<file path="src/rtl/keypad_scan.sv">
// 4x4 active-low matrix keypad scanner: walks one low column at a time, classifies each
// full four-column scan, and debounces presses and releases over whole scans.
module keypad_scan #(
   parameter int unsigned SCAN_MAX_COUNT = 31_249,
   parameter int unsigned DEBOUNCE_SCANS = 4
) (
   input  logic       clk,
   input  logic       reset,
   input  logic [3:0] row,
   output logic [3:0] col,
   output logic [3:0] key_code,
   output logic       key_valid,
   output logic       key_held
);

   localparam int unsigned CNT_W = $clog2(SCAN_MAX_COUNT + 1);
   localparam int unsigned DB_W  = $clog2(DEBOUNCE_SCANS + 1);
   localparam logic [CNT_W-1:0] CNT_TERM = CNT_W'(SCAN_MAX_COUNT);
   localparam logic [DB_W-1:0]  DB_TERM  = DB_W'(DEBOUNCE_SCANS);
   localparam logic [DB_W-1:0]  DB_ONE   = DB_W'(1);

   typedef enum logic [1:0] {IDLE, PRESS_DB, HELD, RELEASE_DB} state_e;

   function automatic logic [3:0] key_lookup(input logic [1:0] r, input logic [1:0] c);
      logic [3:0] k;
      case ({r, c})
         4'd0:    k = 4'h1;
         4'd1:    k = 4'h2;
         4'd2:    k = 4'h3;
         4'd3:    k = 4'hA;
         4'd4:    k = 4'h4;
         4'd5:    k = 4'h5;
         4'd6:    k = 4'h6;
         4'd7:    k = 4'hB;
         4'd8:    k = 4'h7;
         4'd9:    k = 4'h8;
         4'd10:   k = 4'h9;
         4'd11:   k = 4'hC;
         4'd12:   k = 4'hE;
         4'd13:   k = 4'h0;
         4'd14:   k = 4'hF;
         default: k = 4'hD;
      endcase
      return k;
   endfunction

   logic [3:0]       row_meta_q, row_sync_q;
   logic [CNT_W-1:0] cnt_q, cnt_d;
   logic [1:0]       col_idx_q, col_idx_d;
   logic [3:0]       col_q, col_d;
   logic [1:0]       hits_q, hits_d;
   logic [1:0]       hit_row_q, hit_row_d, hit_col_q, hit_col_d;
   state_e           state_q, state_d;
   logic [3:0]       cand_q, cand_d, code_q, code_d;
   logic [DB_W-1:0]  db_q, db_d;
   logic             valid_q, valid_d;

   logic             tick, scan_end;
   logic [3:0]       pressed;
   logic [2:0]       row_hits, hit_sum;
   logic [1:0]       sample_row;
   logic             scan_one;
   logic [3:0]       scan_key;

   assign tick     = (cnt_q == CNT_TERM);
   assign scan_end = tick && (col_idx_q == 2'd3);
   assign pressed  = ~row_sync_q;

   // NOTE: every always_comb output gets a default first so no path can infer a latch.
   always_comb begin
      row_hits   = 3'd0;
      sample_row = 2'd0;
      for (int r = 0; r < 4; r++) begin
         if (pressed[r]) begin
            row_hits   = row_hits + 3'd1;
            sample_row = 2'(r);
         end
      end
   end

   // Per-scan totals restart at column 0 and saturate at 2: anything above one key is ghosting.
   always_comb begin
      cnt_d     = tick ? '0 : cnt_q + 1'b1;
      col_idx_d = tick ? col_idx_q + 2'd1 : col_idx_q;
      col_d     = tick ? {col_q[0], col_q[3:1]} : col_q;
      hit_sum   = ((col_idx_q == 2'd0) ? 3'd0 : {1'b0, hits_q}) + row_hits;
      hits_d    = (hit_sum >= 3'd2) ? 2'd2 : hit_sum[1:0];
      hit_row_d = (row_hits == 3'd1) ? sample_row : hit_row_q;
      hit_col_d = (row_hits == 3'd1) ? col_idx_q : hit_col_q;
      scan_one  = (hits_d == 2'd1);
      scan_key  = key_lookup(hit_row_d, hit_col_d);
   end

   always_comb begin
      state_d = state_q;
      cand_d  = cand_q;
      code_d  = code_q;
      db_d    = db_q;
      valid_d = 1'b0;
      if (scan_end) begin
         case (state_q)
            IDLE: begin
               if (scan_one) begin
                  state_d = PRESS_DB;
                  cand_d  = scan_key;
                  db_d    = DB_ONE;
               end
            end
            PRESS_DB: begin
               if (!scan_one) begin
                  state_d = IDLE;
               end else if (scan_key != cand_q) begin
                  cand_d = scan_key;
                  db_d   = DB_ONE;
               end else if (db_q + 1'b1 == DB_TERM) begin
                  state_d = HELD;
                  code_d  = cand_q;
                  valid_d = 1'b1;
               end else begin
                  db_d = db_q + 1'b1;
               end
            end
            HELD: begin
               if (!(scan_one && scan_key == code_q)) begin
                  state_d = RELEASE_DB;
                  db_d    = DB_ONE;
               end
            end
            RELEASE_DB: begin
               if (scan_one && scan_key == code_q) begin
                  state_d = HELD;
               end else if (db_q + 1'b1 == DB_TERM) begin
                  state_d = IDLE;
               end else begin
                  db_d = db_q + 1'b1;
               end
            end
            default: state_d = IDLE;
         endcase
      end
   end

   // NOTE: sequential state uses non-blocking assignments so all flops update together.
   always_ff @(posedge clk) begin
      if (reset) begin
         row_meta_q <= 4'hF;
         row_sync_q <= 4'hF;
         cnt_q      <= '0;
         col_idx_q  <= 2'd0;
         col_q      <= 4'b0111;
         hits_q     <= 2'd0;
         hit_row_q  <= 2'd0;
         hit_col_q  <= 2'd0;
         state_q    <= IDLE;
         cand_q     <= 4'h0;
         code_q     <= 4'h0;
         db_q       <= '0;
         valid_q    <= 1'b0;
      end else begin
         row_meta_q <= row;
         row_sync_q <= row_meta_q;
         cnt_q      <= cnt_d;
         col_idx_q  <= col_idx_d;
         col_q      <= col_d;
         if (tick) begin
            hits_q    <= hits_d;
            hit_row_q <= hit_row_d;
            hit_col_q <= hit_col_d;
         end
         state_q    <= state_d;
         cand_q     <= cand_d;
         code_q     <= code_d;
         db_q       <= db_d;
         valid_q    <= valid_d;
      end
   end

   assign col       = col_q;
   assign key_code  = code_q;
   assign key_valid = valid_q;
   assign key_held  = (state_q == HELD) || (state_q == RELEASE_DB);

endmodule
</file>
<file path="config.mk">
export PLATFORM = sky130hd
export DESIGN_NAME = keypad_scan
export DESIGN_NICKNAME = d
export VERILOG_FILES = /design/src/rtl/keypad_scan.sv
export SDC_FILE = /design/constraint.sdc
export NUM_CORES = 1
export LEC_CHECK = 0
export ABC_CLOCK_PERIOD_IN_PS = 5500
export CAP_MARGIN = 40
export CORE_UTILIZATION = 50
export CTS_CLUSTER_DIAMETER = 80
export DETAILED_ROUTE_END_ITERATION = 8
export HOLD_SLACK_MARGIN = 0.02
export PLACE_DENSITY = 0.68
export REMOVE_ABC_BUFFERS = 1
export SYNTH_ARGS = -nofsm -noshare
export SYNTH_HDL_FRONTEND = slang
export SYNTH_SLANG_ARGS = --single-unit
</file>
<file path="constraint.sdc">
create_clock -name clk -period 5.5 [get_ports clk]
set_input_delay 0.55 -clock clk [delete_from_list [all_inputs] [get_ports clk]]
set_output_delay 0.55 -clock clk [all_outputs]
set_load 0.02 [all_outputs]
</file>
==> results by stage, run 1 <==
Power and ir drop:
- The power density over cell area is 203 mW/mm².
- VDD sags by at most 0.112 mV.
- The analysis attributes to cell leakage a power of 0.00134 µW.

Place:
- Routability-driven placement finished with a final weighted congestion of 0.862.
- Port buffering added 15 buffers.
- The HPWL after detailed placement is 4490 µm.

Die:
- The floorplan row count is 28.
- The effective utilization at floorplan is 0.515.
- The area of the core region is 0.00592 mm².
- In this run the horizontal extent of the chip is 80.1 µm.
- The top-level port count is 16.
- From bottom edge to top edge, the die measures 80.1 µm.
- The die covers 0.00642 mm².

Route:
- The total met3 wirelength after detailed routing is 187 µm.
- In the final routing, the length of wire on met1 measures 3000 µm.
- In the routed design, unresolved DRC markers number 0.
- Dividing the detail-routed via count by the number of cells gives 5.66.
- The number of DRC markers in iteration 0 is 146.
- The top metal layer carrying routed signals is met4.
- The amount of wire on met2 after detailed routing is 2860 µm.
- For this block, the routed nets add up to 6120 µm of wire.
- The pre-antenna-repair detailed-routing pass consisted of 4 iterations.
- The count of nets left with antenna violations once routing finished came out at 0.
- The routed layout has 2462 vias.
- The routed wirelength normalized by instance count is 14.1 µm.

Critical path:
- By startpoint and endpoint, the worst setup path is classified as flop to flop.
- The signal arrival time at the worst endpoint is 4.85 ns.
- The worst register-to-register path ends at db_q[2]$_SDFFE_PP0P_.
- The sort of element at the start of the critical path is a flop.
- The endpoint required time on the critical path is 5.70 ns.
- Along the worst path, the maximum fanout reaches 11.
- Across all register-to-register paths, the minimum setup slack is 0.85 ns.
- The origin of the worst setup path is row_sync_q[0]$_SDFF_PP1_.
- Counting cells, the worst reg-to-reg path comes to 14.
- STA classifies the critical path endpoint as a flop.
- The beginning of the worst register-to-register path is row_sync_q[0]$_SDFF_PP1_.

GRT:
- The overall fraction of global-route tracks in use is 0.207.
- The first global-routing pass estimated 10400 µm of wire.
- The via count of the first global-routing pass is 2280.
- The number of antenna violations at the first check in global routing is 0.
- Summed over all layers, the global routing overflow is 0.
- Entering global routing, the biggest net connects 26 pins.

Synthesis:
- The mean instance size in the synthesized netlist is 8.67 µm².
- The count of flip-flops with a built-in enable after synthesis is 0.
- The synthesized cell area is 0.00305 mm².
- For this run, the leading register cell type out of synthesis is dfxtp_1.
- In this run, synthesis produced a sequential element count of 49.
- The synthesized instance count is 352.
- The count of cell types in the netlist is 68.
- The number of warning messages in the yosys log is 0.
- Of the synthesized area, sequential elements account for 0.321.
- Counting flops with an async set or reset pin after synthesis yields a share of 0.

Timing:
- The final clock skew is 0.00967 ns.
- Setup repair after global routing left no endpoint under its margin.
- Setup violations remaining at the end of the flow were counted as 0.
- The time the worst path needs with I/O delays and setup is 4.65 ns.
- The final hold slack is 0.416 ns.
- The relative slew slack is 0.292.
- The slew of the pin with the lowest slew margin is 1.06 ns.
- Based on the critical path, the design can be clocked at up to 215 MHz.
- Adding up every negative setup slack in the final design gives 0 ns.
- The max-slew violation count is 0.
- The number of failing hold endpoints at the final stage came to 0.
- The ratio of final minimum period to clock period is 0.845.

Final layout:
- Relative to the synthesized area, the layout overhead comes to 8.81%.
- Of the cells placed in the final design, the portion with a size suffix greater than 1 is 0.0917.
- 0 antenna diodes ended up in the layout.
- Fill cells in the final layout number 555.
- The post-layout net count is 383.

Min path:
- The number of stages on the worst hold path is 1.
- The path class of the tightest hold or removal check is flop to flop.
- The startpoint of the worst hold path is row_meta_q[2]$_SDFF_PP1_.
- The path with the worst hold slack has its endpoint at row_sync_q[2]$_SDFF_PP1_.

Clock tree:
- Counting the buffers created by CTS gives 5.
- The clock latency reported for the late side of the worst-skew pair is 0.31 ns.
- The tree is rooted in a clkbuf_8.
- The number of hold buffers added after CTS was 0.
- The number of gates resized after CTS was 0.
- Clock-pin slew was measured on the worst setup and hold paths at 0.09 ns.
- The worst-case clock buffer depth is 2.
- The clock tree from TritonCTS is yes.
- After clock tree synthesis, the setup repair step added 0 buffers.
- The clock tree synthesis step divided the H-tree into 2 levels.
- The clock drives 49 sinks.

Flow run:
- The max-cap violation count is 0.

Run status:
- The run finished with clean final reports.
## per-stage QoR
stage,cells,worst slack (ns),power (µW),utilization,cell area [µm²]
after floorplan,337,1.48,445,-,2980
after global placement,428,1.01,469,0.546,3240
after detailed placement,428,0.916,470,0.546,3240
after CTS,435,0.900,682,0.561,3320
after global routing,435,0.445,707,0.561,3320
final,435,0.853,674,0.561,3320
## cells in the mapped netlist (7+ instances only)
master    number  area [µm²]
inv_1         19        71.3
xnor2_1       11        96.3
nor3_1        13        65.1
or2_2          8        50.1
ha_1          16         200
nor2_1        56         210
xor2_1         9        78.8
a21oi_1       13        65.1
mux2i_1       15         150
nor4_1         7        43.8
dfxtp_1       49         981
nand2_1       18        67.6
clkbuf_1      13        48.8
nand3_1        9        45.0
## layout by cell type, fill, tap and decap left out, types with 2 or more instances in the layout
cell	netlist	layout
nor2_1	56	56
dfxtp_1	49	49
inv_1	19	19
nand2_1	18	18
ha_1	16	16
mux2i_1	15	15
clkdlybuf4s50_1	0	15
a21oi_1	13	13
nor3_1	13	13
xnor2_1	11	11
xor2_1	9	9
nand3_1	9	9
or2_2	8	8
nor4_1	7	7
nor2b_1	6	6
and3_1	6	6
and2_1	6	6
nand4b_1	5	5
nand2b_1	5	5
clkbuf_8	0	5
o211a_1	4	4
o21ai_1	3	3
nor3b_1	3	3
a211o_1	3	3
o21ai_0	2	2
nand3b_1	2	2
o31ai_1	2	2
or4_4	2	2
a211oi_1	2	2
o311a_1	2	2
a2111oi_0	2	2
o21a_1	2	2
a311oi_1	2	2
o311ai_1	2	2
## where the power goes
group,switching (µW),internal [µW]
Clock,123,87.9
Sequential,5.07,359
Combinational,62.1,37.0
## cells by family (layout without fill, tap and decap cells)
group,after synthesis,in the layout,share of synthesized area
simple gates,160,160,0.293
compound gates,56,56,0.157
flops,49,49,0.321
buf+inv,34,42,0.0455
xor+xnor,20,20,0.0574
fa+ha+maj,17,17,0.0722
mux,16,16,0.0529
## flip-flops by register name, summed over array words and instances (netlist names)
signal	cells
cand_q	4
cnt_q	15
col	4
col_idx_q	2
db_q	3
hit_col_q	2
hit_row_q	2
hits_q	2
key_code	4
key_valid	1
row_meta_q	4
row_sync_q	4
state_q	2
## cell type report
| cell class | count | area [µm²] | share of cell area |
|---|---|---|---|
| flip-flops and latches | 49 | 981 | 0.295 |
| multi-input cells | 269 | 1930 | 0.582 |
| clock buffers | 5 | 68.8 | 0.0207 |
| well taps | 75 | 93.8 | 0.0283 |
| clock inverters | 2 | 16.3 | 0.00490 |
| repair buffers | 16 | 158 | 0.0475 |
| inverters | 19 | 71.3 | 0.0215 |
## critical path: stages (launching register included)
cell	delay (ns)
dfxtp_1	0.37
inv_1	0.07
ha_1	0.45
nand4bb_1	0.34
and3_1	0.26
a211oi_2	0.51
ha_1	0.27
inv_1	0.06
nor4_1	0.45
a211oi_1	0.20
mux2i_1	0.31
nand4b_4	0.21
o41ai_4	0.49
or4b_1	0.47
o311ai_1	0.09
## worst max path at each step
stage | to | slack (ns) | depth (start not counted)
final | db_q[2]$_SDFFE_PP0P_ | 0.85 | 14
after global routing | db_q[2]$_SDFFE_PP0P_ | 0.44 | 14
after CTS | db_q[2]$_SDFFE_PP0P_ | 0.90 | 14
after detailed placement | db_q[2]$_SDFFE_PP0P_ | 0.92 | 14
after global placement | db_q[2]$_SDFFE_PP0P_ | 1.01 | 14
after floorplan | db_q[2]$_SDFFE_PP0P_ | 1.48 | 14
## metal layers
layer | global-route usage | up-vias
met5 | 0 | -
met4 | 0.0679 | 0
met3 | 0.0409 | 6
met2 | 0.355 | 32
met1 | 0.258 | 1161
li1 | - | 1263
Power figures use the tool's default switching activity.
==> run 2, diff against run 1 <==
--- a/config.mk
+++ b/config.mk
@@ -5,7 +5,7 @@
 export SDC_FILE = /design/constraint.sdc
 export NUM_CORES = 1
 export LEC_CHECK = 0
-export ABC_CLOCK_PERIOD_IN_PS = 5500
+export ABC_CLOCK_PERIOD_IN_PS = 4900
 export CAP_MARGIN = 40
 export CORE_UTILIZATION = 50
 export CTS_CLUSTER_DIAMETER = 80
==> constraint.sdc (replaced) <==
create_clock -name clk -period 4.9 [get_ports clk]
set_input_delay 0.49 -clock clk [delete_from_list [all_inputs] [get_ports clk]]
set_output_delay 0.49 -clock clk [all_outputs]
set_load 0.02 [all_outputs]
==> run 2 against run 1 <==
Against the previous run:
- sequential share of layout area is 0.30 points lower
- via count is 0.97% lower
- register-to-register slack worse by 0.47 ns
- routed wire length hardly changed
- final cell count is 0.23% higher
- clock skew is 0.0010 ns higher
- critical endpoint unchanged
==> results by stage, run 2 (synthesis results as in run 1) <==
Final layout:
- The area taken by flip-flops and latches is 981 µm².
- The area growth from synthesis to layout is 9.92%.
- The repair_antennas step left the layout with diodes totalling 0.
- The register bank with the most flops is cnt_q.
- The number of fillers in the final layout is 562.
- The post-layout net count is 383.
- The register with the most flip-flops in the layout has 15 of them.
- In the layout the commonest cells are 56 x nor2_1, 49 x dfxtp_1, 19 x inv_1.
- The multi-input combinational cells in the finished layout cover a total of 0.00195 mm².
- The most common library cell in the layout ignoring fill and taps is nor2_1.
- The share of cells above drive strength 1 is 0.0942.

Route:
- The routed wire length is 6120 µm.
- The routed wirelength normalized by instance count is 14.0 µm.
- In this run, the number of DRC markers left after iteration 0 of detailed routing was 185.
- Before antenna repair, the detailed router went through 4 iterations.
- Summing over every cut layer, the via total after detailed routing is 2438.
- After detailed routing, the number of vias per cell comes to 5.59.
- Once detail routing completed, the nets flagged for antenna violations numbered 0.
- After detailed routing, the number of remaining DRC violations is 0.

Timing:
- Setup slack on the critical path of the routed design comes to 0.385 ns.
- The final clock skew is 0.0107 ns.
- After layout, the minimum clock period comes to 4.51 ns.
- The number of failing hold endpoints at the final stage was 0.
- The top achievable clock speed is 221 MHz.
- The slew of the pin with the lowest slew margin is 1.00 ns.
- The max-slew violation count is 0.
- Setup repair after global routing left no endpoint under its margin.
- The ratio of final minimum period to clock period is 0.921.
- Headroom to the max-slew limit came out at 0.331.
- The total negative slack is 0 ns.
- Setup violations remaining at the end of the flow were counted as 0.

GRT:
- The overall fraction of global-route tracks in use is 0.209.
- The via count of the first global-routing pass came to 2343.
- The first global-routing pass estimated 10500 µm of wire.
- The number of antenna violations at the first check in global routing is 0.
- The largest net degree at the start of global routing is 26.
- For this run the aggregate overflow at the end of global routing stands at 0.

Power and ir drop:
- The power density over cell area is 233 mW/mm².
- In this run the static leakage power is 0.00135 µW.
- For this design the total switching power over the nets is 220 µW.
- The share of total power dissipated in sequential elements is 0.523.
- The internal portion of the total power is 562 µW.
- Of the total power, combinational logic draws 0.144.
- The switching portion of total power is 0.281.
- Across the VDD grid, the largest voltage drop is 0.128 mV.
- The clock network power share is 0.334.

Clock tree:
- TritonCTS built the clock tree.
- The clock latency reported for the late side of the worst-skew pair is 0.30 ns.
- CTS placed an instance of clkbuf_8 at the clock tree root.
- The post-CTS clock slew at the launch and capture registers of the worst setup and hold paths is 0.09 ns.
- The clock buffer count from CTS is 5.
- In this run the deepest clock path goes through 2 buffers.
- The clock net in this run drives a total of 49 sinks.
- The H-tree level count is 2.

Die:
- The floorplan die width is 80.1 µm.
- The die outline area is 0.00642 mm².
- Pin placement for this block handled 16 I/O pins.
- The area of the core region is 0.00592 mm².
- The initial utilization of the core area, before any placement, comes to 0.515.
- The floorplan row count is 28.
- The die height is 80.1 µm.

Place:
- Detailed placement ended at an HPWL of 4480 µm.
- During placement, the flow inserted port buffers numbering 15.
- The post-placement worst setup slack is 0.328 ns.
- The congestion estimate from routability-driven global placement came to 0.862.

Critical path:
- The category of the worst setup path capture point is a flop.
- The worst setup path is of the flop to flop kind.
- The signal arrival time at the worst endpoint is 4.72 ns.
- The endpoint required time on the critical path is 5.10 ns.
- The worst setup path is launched from a flop.
- The largest fanout of any net on the critical path is 11.

Run status:
- The run finished with clean final reports.

Min path:
- In this run the worst hold path is classified as flop to flop.

Flow run:
- The max-cap violation count is 0.
-- run 2: worst max-delay path, cell delays in order (launching register included) --
cell and delay [ns]:
dfxtp_1 0.37, inv_1 0.07, ha_1 0.44, nand4bb_1 0.34, and3_1 0.28, a211oi_4 0.41
ha_1 0.25, inv_1 0.06, nor4_1 0.45, a211oi_1 0.19, mux2i_1 0.30, nand4b_4 0.21
o41ai_4 0.50, or4b_1 0.47, o311ai_1 0.09
-- run 2: metal layers --
layer | up-vias | wire length (µm) | GRT usage
met5 | - | 0 | 0
met4 | 0 | 53 | 0.0732
met3 | 6 | 166 | 0.0318
met2 | 36 | 2880 | 0.358
met1 | 1135 | 3020 | 0.265
li1 | 1261 | - | -
-- run 2: repair_timing --
action	CTS	global route
buffers inserted	0	0
gates resized for setup	0	2
hold buffers	0	0
endpoints found under the setup margin	0	4
-- run 2: path summary, 6_finish.rpt --
kind | from | end | slack, ns | cells past startpoint
setup / recovery | row_sync_q[0]$_SDFF_PP1_ | db_q[2]$_SDFFE_PP0P_ | 0.39 | 14
hold / removal | row_meta_q[1]$_SDFF_PP1_ | row_sync_q[1]$_SDFF_PP1_ | 0.42 | 1
setup reg to reg | row_sync_q[0]$_SDFF_PP1_ | db_q[2]$_SDFFE_PP0P_ | 0.39 | 14
hold reg to reg | row_meta_q[1]$_SDFF_PP1_ | row_sync_q[1]$_SDFF_PP1_ | 0.42 | 1
-- run 2: area by class of cell --
| class | count | share of cell area |
|---|---|---|
| multi-input cells | 269 | 0.581 |
| clock buffers | 6 | 0.0246 |
| repair buffers | 16 | 0.0470 |
| well taps | 75 | 0.0280 |
| inverters | 19 | 0.0213 |
| flip-flops and latches | 49 | 0.292 |
| clock inverters | 2 | 0.00522 |
-- run 2: metrics by stage --
step,utilization,hold WS [ns],total power (µW),cell area (µm²),std cells
floorplan,-,0.389,499,2980,337
global route,0.567,0.444,821,3350,436
global placement,0.546,0.396,527,3240,428
finish,0.567,0.416,782,3350,436
detailed placement,0.546,0.397,527,3240,428
CTS,0.563,0.421,790,3340,436
-- run 2: power by group through the flow --
stage,registers (µW),logic [µW],clock network [µW]
after CTS,409,110,271
after floorplan,417,82.7,0
after global routing,410,124,287
after global placement,418,109,0
final,409,112,261
after detailed placement,418,110,0
